File: src/rtl/nes_pad_pkg.sv
// Shared definitions for the NES controller reader: FSM states and the
// bit positions of each button in the reported byte.
package nes_pad_pkg;

  typedef enum logic [2:0] {
    ST_IDLE,
    ST_LATCH,
    ST_LOW,
    ST_HIGH,
    ST_DONE
  } state_t;

  localparam int BTN_A      = 0;
  localparam int BTN_B      = 1;
  localparam int BTN_SELECT = 2;
  localparam int BTN_START  = 3;
  localparam int BTN_UP     = 4;
  localparam int BTN_DOWN   = 5;
  localparam int BTN_LEFT   = 6;
  localparam int BTN_RIGHT  = 7;

endpackage

File: src/rtl/pad_sync.sv
// Two-flop synchronizer for the controller's serial data line.
// Resets to 1, the idle (released) level of the active-low pad output.
module pad_sync (
  input  logic clk,
  input  logic rst,
  input  logic async_in,
  output logic sync_out
);

  logic meta_reg;
  logic sync_reg;

  always_ff @(posedge clk) begin
    if (rst) begin
      meta_reg <= 1'b1;
      sync_reg <= 1'b1;
    end else begin
      meta_reg <= async_in;
      sync_reg <= meta_reg;
    end
  end

  assign sync_out = sync_reg;

endmodule

File: src/rtl/nes_pad_reader.sv
// NES controller reader: latches the pad, clocks out eight buttons and
// reports the completed frame plus newly pressed buttons with a valid pulse.
module nes_pad_reader
  import nes_pad_pkg::*;
#(
  parameter int CLK_DIV     = 6,
  parameter int POLL_CYCLES = 100000
) (
  input  logic       clk,
  input  logic       rst,
  input  logic       enable,
  input  logic       poll_req,
  input  logic       pad_data,
  output logic       pad_latch,
  output logic       pad_clk,
  output logic [7:0] buttons,
  output logic [7:0] new_press,
  output logic       valid,
  output logic       busy
);

  localparam logic [7:0] PHASE_LAST = 8'(CLK_DIV - 1);

  state_t     state_reg;
  logic [7:0] phase_reg;
  logic [7:0] shift_reg;
  logic [7:0] shift_next;
  logic [7:0] buttons_reg;
  logic [7:0] new_press_reg;
  logic [2:0] index_reg;
  logic       half_reg;
  logic       pad_latch_reg;
  logic       pad_clk_reg;
  logic       valid_reg;
  logic       sync_data;
  logic       auto_req;
  logic       phase_end;
  logic       start;

  pad_sync u_sync (
    .clk      (clk),
    .rst      (rst),
    .async_in (pad_data),
    .sync_out (sync_data)
  );

  generate
    if (POLL_CYCLES > 0) begin : g_poll
      localparam int PW = (POLL_CYCLES > 1) ? $clog2(POLL_CYCLES) : 1;
      localparam logic [PW-1:0] POLL_LAST = PW'(POLL_CYCLES - 1);
      logic [PW-1:0] poll_reg;

      always_ff @(posedge clk) begin
        if (rst || poll_reg == POLL_LAST) begin
          poll_reg <= '0;
        end else begin
          poll_reg <= poll_reg + PW'(1);
        end
      end

      assign auto_req = (poll_reg == POLL_LAST);
    end else begin : g_no_poll
      assign auto_req = 1'b0;
    end
  endgenerate

  assign phase_end = (phase_reg == PHASE_LAST);
  assign start     = enable & (poll_req | auto_req);

  // Shift contents including the bit being sampled this cycle, so the final
  // bit can be published in the same edge that enters DONE.
  always_comb begin
    shift_next            = shift_reg;
    shift_next[index_reg] = ~sync_data;
  end

  always_ff @(posedge clk) begin
    if (rst) begin
      state_reg     <= ST_IDLE;
      phase_reg     <= '0;
      shift_reg     <= '0;
      buttons_reg   <= '0;
      new_press_reg <= '0;
      index_reg     <= '0;
      half_reg      <= 1'b0;
      pad_latch_reg <= 1'b0;
      pad_clk_reg   <= 1'b0;
      valid_reg     <= 1'b0;
    end else begin
      valid_reg <= 1'b0;
      phase_reg <= phase_end ? 8'd0 : phase_reg + 8'd1;
      case (state_reg)
        ST_IDLE: begin
          phase_reg <= '0;
          if (start) begin
            state_reg     <= ST_LATCH;
            index_reg     <= '0;
            half_reg      <= 1'b0;
            pad_latch_reg <= 1'b1;
          end
        end
        ST_LATCH: begin
          if (phase_end) begin
            half_reg <= 1'b1;
            if (half_reg) begin
              state_reg     <= ST_LOW;
              pad_latch_reg <= 1'b0;
            end
          end
        end
        ST_LOW: begin
          if (phase_end) begin
            shift_reg <= shift_next;
            if (index_reg == 3'd7) begin
              state_reg     <= ST_DONE;
              buttons_reg   <= shift_next;
              new_press_reg <= shift_next & ~buttons_reg;
              valid_reg     <= 1'b1;
            end else begin
              state_reg   <= ST_HIGH;
              pad_clk_reg <= 1'b1;
            end
          end
        end
        ST_HIGH: begin
          if (phase_end) begin
            state_reg   <= ST_LOW;
            index_reg   <= index_reg + 3'd1;
            pad_clk_reg <= 1'b0;
          end
        end
        ST_DONE: begin
          phase_reg <= '0;
          state_reg <= ST_IDLE;
        end
        default: begin
          phase_reg <= '0;
          state_reg <= ST_IDLE;
        end
      endcase
    end
  end

  assign pad_latch = pad_latch_reg;
  assign pad_clk   = pad_clk_reg;
  assign buttons   = buttons_reg;
  assign new_press = new_press_reg;
  assign valid     = valid_reg;
  assign busy      = (state_reg != ST_IDLE);

endmodule

File: config.mk
export PLATFORM = sky130hd
export DESIGN_NAME = nes_pad_reader
export DESIGN_NICKNAME = d
export VERILOG_FILES = /design/src/rtl/nes_pad_pkg.sv /design/src/rtl/pad_sync.sv /design/src/rtl/nes_pad_reader.sv
export SDC_FILE = /design/constraint.sdc
export NUM_CORES = 1
export LEC_CHECK = 0
export CORE_MARGIN = 2
export CORE_UTILIZATION = 51
export DETAILED_ROUTE_END_ITERATION = 6
export PLACE_DENSITY = 0.73
export SYNTH_ARGS = -nofsm -noshare
export SYNTH_HDL_FRONTEND = slang
export SYNTH_SLANG_ARGS = --single-unit
File: constraint.sdc
create_clock -name clk -period 1.6 [get_ports clk]
set_input_delay 0.16 -clock clk [delete_from_list [all_inputs] [get_ports clk]]
set_output_delay 0.16 -clock clk [all_outputs]
set_load 0.03 [all_outputs]
==> impl_metrics.csv, run 1 <==
group,metric,value,unit
run_status,outcome,"finished, violations left",
run_status,violations,"setup timing",
pwr,sw_frac_of_total,0.2464,
pwr,comb_power_share,0.104,
cells_and_area,multi_input_area,1526,µm²
cells_and_area,fill_cells,417,
logic_synthesis,synth_ff_type,"dfxtp_1",
die,rows,26,
clock_network,cts_buffer_depth,2,
global_routing,gr-usage-all-layers,0.2175,
die,core-area,5172,µm²
die,dieWidth,77.45,µm
setup_path,crit_path_max_incr_delay,0.54,ns
clock_network,cts_sinks,61,
placed_design,place_ws,-0.1248,ns
die,ioPinCount,25,
clock_network,cts_buffers,9,
sta,rsz0062_at_grt,"true",
pwr,clock_power_share,0.403,
setup_path,cp_max_fo,16,
cells_and_area,regArea,1230,µm²
routing,final_antenna_net_count,0,
die,start_util,0.5319,
routing,vias,2367,
routing,drtIter0Drc,134,
sta,period_needed,1.707,ns
clock_network,cts_tree,"built",
setup_path,cp_cell_sequence,"or4b_4, nor4_4, or2_2, buf_12, nor2_1",
logic_synthesis,syn_nets,318,
sta,slew_violations,0,
clock_network,clk_pin_slew,0.07,ns
cells_and_area,mostFrequentLayoutCell,"dfxtp_1",
clock_network,cts_hold_buf,0,
cells_and_area,largest_reg_flops,17,
setup_path,crit_arrival,1.93,ns
routing,via_per_inst,5.319,
sta,fin_worst_skew,0.007980,ns
die,chipHeight,77.45,µm
sta,setup_ws,-0.1071,ns
logic_synthesis,synth_area_per_cell,8.933,µm²
routing,wirelength,6041,µm
pwr,p_seq_frac,0.493,
sta,worst_pin_slew,0.4718,ns
die,die_area,5999,µm²
placed_design,gp_congestion,0.8348,
pwr,intPower,2.422,mW
clock_network,worstSkewPairLatency,0.33,ns
pwr,switchingPower,0.7919,mW
sta,hold_viol,0,
logic_synthesis,async_flop_share,0,
logic_synthesis,ys.warnings.count,0,
sta,max_freq,0.5858,GHz
sta,finalCritPeriodShare,1.067,
setup_path,required,1.82,ns
clock_network,cts_htree_levels,3,
clock_network,cts-root-buf,"clkbuf_8",
routing,drt-pass1-iter-count,4,
logic_synthesis,synth_seq_cells,61,
global_routing,antenna_found_initial,0,
setup_path,end_kind,"flip-flop",
placed_design,portBuffers,24,
logic_synthesis,syn-cell-area,2751,µm²
setup_path,crit_buf_inv,1,
routing,detail_route.wl_per_cell,13.58,µm
pwr,power.density,872.2,nW/µm²
placed_design,place_hpwl,4099,µm
run,maxCapViolCount,0,
global_routing,grt_pass1_vias,2313,
global_routing,grt_max_degree,18,
logic_synthesis,seq_area_frac_synth,0.4438,
cells_and_area,drive_gt1_frac,0.2747,
pwr,p_leak,1.425,nW
sta,max_slew_margin,0.6813,
hold_path,min_path_type,"input port to flip-flop",
cells_and_area,area_growth,33.92,%
logic_synthesis,ys_types,45,
cells_and_area,final_cell_mix,"dfxtp_1, nor2_1, buf_4, nand2_1, clkdlybuf4s50_1",
cells_and_area,num_antenna_cells,0,
cells_and_area,nNetsFinal,381,
logic_synthesis,synth_edf_count,0,
setup_path,critPathSlowestCell,"or4b_4",
cells_and_area,finish.utilization,0.7124,
pwr,peakVddDrop,0.4809,mV
logic_synthesis,postSynthCellCount,308,
setup_path,path_class,"flip-flop to flip-flop",
global_routing,overflow,0,
setup_path,critPathTopFamily,"simple AND/OR/NAND/NOR gates",
routing,remaining_drc_errors,0,
global_routing,grt_pass1_wl,10300,µm
setup_path,crit_path_start_kind,"flip-flop",
sta,finalSetupViolCount,30,
-- cell usage after synthesis, types with 6 or more instances --
master,count,area (µm²)
nand2_1,29,108.9
inv_1,15,56.30
clkbuf_1,10,37.54
dfxtp_1,61,1221
mux2i_1,14,140.1
xnor2_1,14,122.6
xor2_1,6,52.55
nor3_1,8,40.04
or2_2,6,37.54
nor2_1,42,157.7
nand3_1,10,50.05
nand3b_1,13,97.59
a21oi_1,18,90.09
-- through the flow --
stage | hold slack, ns | cell area (µm²) | instances | power, mW | TNS (ns)
floorplan | 0.2638 | 2821 | 308 | 1.779 | -1.328
global placement | 0.3909 | 3374 | 427 | 1.910 | -1.583
detailed placement | 0.3997 | 3374 | 427 | 1.917 | -3.101
CTS | 0.3884 | 3612 | 444 | 3.211 | -2.283
global route | 0.4063 | 3685 | 445 | 3.335 | -5.614
finish | 0.3973 | 3685 | 445 | 3.214 | -2.064
-- kinds of logic after synthesis --
| kind of cell | synth area share |
|---|---|
| multiplexers | 0.05093 |
| XOR/XNOR | 0.06367 |
| AND/OR/NAND/NOR | 0.2824 |
| flip-flops | 0.4438 |
| adder cells (fa/ha/maj) | 0.02274 |
| AO/OA/AOI/OAI | 0.08595 |
| buffers and inverters | 0.05048 |
-- per-layer routing --
metal  up-vias  GRT usage  wire length [µm]
met5         -          0                 0
met4         0     0.1357               102
met3         8    0.04186               146
met2        42     0.3539              2982
met1      1131     0.2645              2810
li1       1186          -                 -
-- worst register-to-register path: stages (launching register included) --
cell	delay, ns
dfxtp_2	0.32
or4b_4	0.54
nor4_4	0.35
or2_2	0.20
buf_12	0.14
nor2_1	0.05
-- path summary, 6_finish.rpt --
kind,from,endpoint,slack [ns],depth (start not counted)
worst max-delay path,g_poll.poll_reg[14]$_SDFF_PP0_,g_poll.poll_reg[5]$_SDFF_PP0_,-0.11,5
worst min-delay path,pad_data,u_sync.meta_reg$_SDFF_PP1_,0.40,2
worst max register to register,g_poll.poll_reg[14]$_SDFF_PP0_,g_poll.poll_reg[5]$_SDFF_PP0_,-0.11,5
worst min register to register,u_sync.meta_reg$_SDFF_PP1_,u_sync.sync_out$_SDFF_PP1_,0.41,1
-- power by group through the flow --
stage,sequential [mW],clock [mW],combinational [mW]
3_3_place_gp,1.61,0,0.303
4_1_cts,1.58,1.32,0.315
6_report,1.59,1.29,0.335
3_5_place_dp,1.61,0,0.308
5_1_grt,1.59,1.39,0.361
2_1_floorplan,1.61,0,0.170
-- cell type report --
cell class	count	share of cell area
clock buffer	10	0.03463
clock inverter	5	0.01426
inverter	15	0.01528
multi-input combinational	216	0.4143
sequential	61	0.3338
tap	70	0.02377
timing repair buffer	68	0.1640
-- repair_timing --
item | in CTS | in global routing
pin swaps | 10 | 11
gates resized for setup | 12 | 18
gates cloned | 1 | 0
endpoints found under the hold margin | 0 | 0
setup buffers | 1 | 1
setup endpoints to repair | 44 | 57
Power figures use the tool's default switching activity.
==> run 2, diff against run 1 <==
--- a/config.mk
+++ b/config.mk
@@ -8,6 +8,7 @@
 export CORE_MARGIN = 2
 export CORE_UTILIZATION = 51
 export DETAILED_ROUTE_END_ITERATION = 6
+export MAX_ROUTING_LAYER = met4
 export PLACE_DENSITY = 0.73
 export SYNTH_ARGS = -nofsm -noshare
 export SYNTH_HDL_FRONTEND = slang
==> run 2 against run 1 <==
The run still ends with setup timing left; via count shrank 0.21%; sequential cell count stayed put; worst setup slack improved by 0.0019 ns; power about the same; critical endpoint unchanged.
==> impl_metrics.csv, run 2 (synthesis results as in run 1) <==
group,metric,value,unit
run_status,outcome,"finished, violations left",
run_status,violations,"setup timing",
placed_design,gp_congestion,0.8476,
clock_network,cts_htree_levels,3,
sta,tns,-2.031,ns
setup_path,path_class,"flip-flop to flip-flop",
clock_network,cts_buffers,9,
sta,slew_violations,0,
cells_and_area,final_cell_mix,"dfxtp_1, nor2_1, buf_4, nand2_1, clkdlybuf4s50_1",
routing,final_antenna_net_count,0,
routing,drtIter0Drc,123,
clock_network,cts_sinks,61,
setup_path,cp_max_fo,16,
hold_path,min_path_type,"input port to flip-flop",
pwr,peakVddDrop,0.4796,mV
die,start_util,0.5319,
sta,worst_pin_slew,0.4718,ns
setup_path,crit_arrival,1.93,ns
routing,via_per_inst,5.308,
pwr,power.density,872.4,nW/µm²
global_routing,antenna_found_initial,0,
sta,period_needed,1.705,ns
cells_and_area,fin_cells,445,
clock_network,cts-root-buf,"clkbuf_8",
cells_and_area,nNetsFinal,381,
pwr,p_leak,1.425,nW
cells_and_area,largest_reg_flops,17,
global_routing,grt_pass1_vias,2308,
placed_design,portBuffers,24,
sta,setup_ws,-0.1052,ns
sta,max_slew_margin,0.6813,
cells_and_area,drive_gt1_frac,0.2747,
setup_path,required,1.82,ns
routing,vias,2362,
routing,detail_route.wl_per_cell,13.57,µm
sta,finalCritPeriodShare,1.066,
clock_network,worstSkewPairLatency,0.33,ns
placed_design,dpl.cell_count,427,
run,maxCapViolCount,0,
sta,hold_viol,0,
clock_network,clk_pin_slew,0.07,ns
die,ioPinCount,25,
die,core-area,5172,µm²
placed_design,place_hpwl,4099,µm
global_routing,grt_pass1_wl,10320,µm
die,die_area,5999,µm²
clock_network,cts_tree,"built",
sta,max_freq,0.5864,GHz
cells_and_area,mostFrequentLayoutCell,"dfxtp_1",
routing,wirelength,6039,µm
die,rows,26,
clock_network,cts_buffer_depth,2,
sta,fin_worst_skew,0.007979,ns
setup_path,end_kind,"flip-flop",
placed_design,dpl_cell_area,3374,µm²
global_routing,gr-usage-all-layers,0.2244,
global_routing,overflow,0,
die,dieWidth,77.45,µm
cells_and_area,fill_cells,417,
routing,remaining_drc_errors,0,
sta,finalSetupViolCount,30,
setup_path,crit_path_start_kind,"flip-flop",
sta,rsz0062_at_grt,"true",
routing,drt-pass1-iter-count,4,
cells_and_area,finish.utilization,0.7124,
die,chipHeight,77.45,µm
global_routing,grt_max_degree,18,
cells_and_area,num_antenna_cells,0,
cells_and_area,area_growth,33.92,%
cells_and_area,fin_area,3685,µm²
-- run 2: cell counts in the layout (fill, tap and decap cells not counted) --
Identical to the previous run, type by type.
-- run 2: routing by layer --
metal,up-vias,share of wire,global-route usage
met2,39,0.49,0.3539
met1,1128,0.46,0.2645
met4,0,0.018,0.1357
li1,1185,-,-
met5,-,0,-
met3,10,0.024,0.04535
-- run 2: what timing repair did --
action / in CTS / in global routing
hold buffers: 0 / 0
resized for setup: 12 / 18
pin swaps: 10 / 11
endpoints found under the setup margin: 44 / 57
cloned: 1 / 0
endpoints found under the hold margin: 0 / 0
setup buffers: 1 / 1
-- run 2: power breakdown --
group          internal, mW  total (mW)  switching (mW)
combinational         0.170       0.334           0.164
clock                 0.702        1.30           0.593
sequential             1.55        1.59          0.0360
total                  2.42        3.21           0.793
-- run 2: final timing paths --
kind / from / to / slack [ns] / cells after the start
worst max-delay path: g_poll.poll_reg[14]$_SDFF_PP0_ / g_poll.poll_reg[5]$_SDFF_PP0_ / -0.11 / 5
worst min-delay path: pad_data / u_sync.meta_reg$_SDFF_PP1_ / 0.40 / 2
worst max register to register: g_poll.poll_reg[14]$_SDFF_PP0_ / g_poll.poll_reg[5]$_SDFF_PP0_ / -0.11 / 5
worst min register to register: u_sync.meta_reg$_SDFF_PP1_ / u_sync.sync_out$_SDFF_PP1_ / 0.41 / 1
-- run 2: final cells by class --
cell class	count	area (µm²)	share of cell area
clock buffer	10	127.6	0.03463
sequential	61	1230	0.3338
inverter	15	56.30	0.01528
tap	70	87.58	0.02377
clock inverter	5	52.55	0.01426
multi-input combinational	216	1526	0.4143
timing repair buffer	68	604.3	0.1640
-- run 2: worst max-delay path, cell delays in order (launching register included) --
cell and delay [ns]:
dfxtp_2 0.32, or4b_4 0.54, nor4_4 0.35, or2_2 0.20
buf_12 0.14, nor2_1 0.05
-- run 2: stage by stage --
step / power, mW / hold WS (ns) / setup WS, ns
finish: 3.215 / 0.3954 / -0.1052
detailed placement: 1.917 / 0.3997 / -0.1248
global route: 3.337 / 0.4036 / -0.1837
global placement: 1.910 / 0.3909 / -0.07023
floorplan: 1.779 / 0.2638 / -0.1116
CTS: 3.211 / 0.3884 / -0.1164
==> run 3, diff against run 2 <==
--- a/config.mk
+++ b/config.mk
@@ -5,6 +5,7 @@
 export SDC_FILE = /design/constraint.sdc
 export NUM_CORES = 1
 export LEC_CHECK = 0
+export ABC_AREA = 1
 export CORE_MARGIN = 2
 export CORE_UTILIZATION = 51
 export DETAILED_ROUTE_END_ITERATION = 6
==> run 3 against run 2 <==
The run now ends clean; synthesized cell count up 18%; sequential power barely moved; die area is 2.0% lower; clock power is 5% higher; power is 11% higher; routed wire length fell by 8.5%; register-to-register slack better by 0.12 ns; worst hold slack got worse by 0.011 ns; synthesized area down 2.1%; sequential share of layout area is 2.5 points higher; critical path depth is 5 higher; critical path type unchanged; critical endpoint is now new_press[5]$_SDFFE_PP0P_; largest power group unchanged.
==> impl_metrics.csv, run 3 <==
group,metric,value,unit
run_status,outcome,"complete, no violations",
cells_and_area,num_antenna_cells,0,
pwr,peakVddDrop,0.5950,mV
routing,detail_route.wl_per_cell,11.48,µm
cells_and_area,largest_reg_flops,17,
logic_synthesis,synth_common_cells,"nand2_1, dfxtp_1, nor2_1",
die,chipHeight,76.68,µm
placed_design,place_hpwl,3811,µm
sta,max_freq,0.6319,GHz
logic_synthesis,synth_area_leaders,"dfxtp_1, nand2_1, a21oi_1",
clock_network,cts_htree_levels,3,
cells_and_area,final_cell_mix,"nand2_1, dfxtp_1, nor2_1, a21oi_1, inv_1",
sta,holdWs,0.3847,ns
routing,vias,2406,
setup_path,required,1.88,ns
routing,wirelength,5523,µm
routing,drt-pass1-iter-count,4,
sta,rsz0062_at_grt,"true",
sta,period_needed,1.582,ns
setup_path,crit_arrival,1.86,ns
pwr,power.total,3.580,mW
logic_synthesis,synth_area_per_cell,7.442,µm²
setup_path,crit_path_start_kind,"flip-flop",
placed_design,place_ws,-0.007330,ns
global_routing,grt_max_degree,23,
clock_network,cts_buffer_depth,2,
logic_synthesis,syn_nets,372,
clock_network,worstSkewPairLatency,0.34,ns
die,dieWidth,76.68,µm
sta,max_slew_margin,0.6854,
routing,via_per_inst,5.002,
placed_design,dpl_cell_area,3068,µm²
sta,setup_ws,0.01751,ns
die,core-area,5107,µm²
clock_network,cts_tree,"built",
sta,fin_worst_skew,0.01064,ns
setup_path,path_class,"flip-flop to flip-flop",
global_routing,grt_pass1_vias,2160,
logic_synthesis,postSynthCellCount,362,
logic_synthesis,seq_area_frac_synth,0.4533,
sta,worst_pin_slew,0.4670,ns
setup_path,reg2reg_from,"phase_reg[1]$_SDFF_PP0_",
setup_path,cp_max_fo,5,
sta,slew_violations,0,
clock_network,clk_pin_slew,0.07,ns
sta,finalSetupViolCount,0,
global_routing,gr-usage-all-layers,0.1958,
clock_network,cts-root-buf,"clkbuf_8",
logic_synthesis,yosysMostFrequentCell,"nand2_1",
logic_synthesis,synth_top_area_share,0.4533,
logic_synthesis,ys_types,30,
pwr,power.density,1045,nW/µm²
die,ioPinCount,25,
logic_synthesis,synth_seq_cells,61,
cells_and_area,drive_gt1_frac,0.1703,
setup_path,timing.rr.end,"new_press[5]$_SDFFE_PP0P_",
global_routing,antenna_found_initial,0,
pwr,p_leak,1.406,nW
setup_path,r2r_slack,0.02,ns
logic_synthesis,synth_edf_count,0,
logic_synthesis,synth_top_area_cell,"dfxtp_1",
placed_design,portBuffers,24,
setup_path,worstSetupStartpoint,"phase_reg[1]$_SDFF_PP0_",
cells_and_area,mostFrequentLayoutCell,"nand2_1",
setup_path,cp-endpoint,"new_press[5]$_SDFFE_PP0P_",
cells_and_area,fin_area,3425,µm²
hold_path,min_path_type,"input port to flip-flop",
setup_path,r2r_cells,10,
clock_network,cts_sinks,61,
global_routing,overflow,0,
logic_synthesis,syn-cell-area,2694,µm²
setup_path,end_kind,"flip-flop",
die,start_util,0.5274,
logic_synthesis,ys.warnings.count,0,
logic_synthesis,synth_ff_type,"dfxtp_1",
cells_and_area,fill_cells,439,
routing,final_antenna_net_count,0,
routing,drtIter0Drc,125,
cells_and_area,nNetsFinal,417,
placed_design,gp_congestion,0.8066,
clock_network,cts_hold_buf,0,
global_routing,grt_pass1_wl,9094,µm
logic_synthesis,async_flop_share,0,
cells_and_area,finish.utilization,0.6705,
die,rows,26,
sta,finalCritPeriodShare,0.9891,
die,die_area,5879,µm²
clock_network,cts_buffers,9,
routing,remaining_drc_errors,0,
run,maxCapViolCount,0,
sta,hold_viol,0,
cells_and_area,area_growth,27.12,%
## run 3: cell types whose count changed in the layout (fill, tap and decap cells not counted), moves of 14 or more
cell,delta
mux2i_1,-14
nand2_1,+48
inv_1,+19
buf_4,-23
a21oi_1,+27
o21ai_0,+17
## run 3: power breakdown
part	switching [mW]	internal (mW)
registers	0.0473	1.58
logic	0.392	0.193
clock network	0.581	0.790
## run 3: metrics by stage
| stage | TNS, ns | cells |
|---|---|---|
| 2_1_floorplan | 0 | 362 |
| 3_3_place_gp | 0 | 460 |
| 3_5_place_dp | -0.007330 | 460 |
| 4_1_cts | -0.007850 | 475 |
| 5_1_grt | -0.3583 | 481 |
| 6_report | 0 | 481 |
## run 3: area by class of cell
cell class              count  area [µm²]  share of cell area
clock buffers              11       151.4             0.04421
clock inverters             4       47.55             0.01388
inverters                  37       141.4             0.04129
multi-input cells         257        1390              0.4059
flip-flops and latches     61        1230              0.3592
well taps                  70       87.58             0.02558
repair buffers             41       376.6              0.1100
## run 3: worst min path at each step
stage | cells after the start | from | endpoint | slack [ns]
floorplan | 1 | pad_data | u_sync.meta_reg$_SDFF_PP1_ | 0.26
finish | 2 | pad_data | u_sync.meta_reg$_SDFF_PP1_ | 0.38
detailed placement | 1 | u_sync.meta_reg$_SDFF_PP1_ | u_sync.sync_out$_SDFF_PP1_ | 0.40
global placement | 1 | u_sync.meta_reg$_SDFF_PP1_ | u_sync.sync_out$_SDFF_PP1_ | 0.40
global route | 2 | pad_data | u_sync.meta_reg$_SDFF_PP1_ | 0.40
CTS | 2 | pad_data | u_sync.meta_reg$_SDFF_PP1_ | 0.37
## run 3: cells by family (layout without fill, tap and decap cells)
kind of cell / after synthesis / count (layout) / synth area share
simple gates: 180 / 180 / 0.3070
compound gates: 63 / 63 / 0.1222
flops: 61 / 61 / 0.4533
buf+inv: 44 / 93 / 0.06503
xor+xnor: 9 / 9 / 0.02926
fa+ha+maj: 5 / 5 / 0.02322
## run 3: critical path, cell delays in order, from the launching register on
cell,delay [ns]
dfxtp_2,0.33
inv_2,0.06
ha_4,0.13
nand3_4,0.09
nor2_8,0.13
nand2_4,0.08
nor2_8,0.16
buf_6,0.14
nand2_2,0.05
or2_0,0.22
a21oi_1,0.13
## run 3: per-layer routing
layer | global-route usage | vias to the layer above | part of all wire
li1 | - | 1250 | -
met1 | 0.2373 | 1094 | 0.47
met2 | 0.3123 | 50 | 0.48
met3 | 0.03765 | 12 | 0.030
met4 | 0.09818 | 0 | 0.020
met5 | - | - | 0
## run 3: what timing repair did
| item | in CTS | in global routing |
|---|---|---|
| endpoints found under the setup margin | 2 | 29 |
| gates resized for setup | 1 | 42 |
| pin swaps | 0 | 14 |
| setup buffers | 0 | 6 |
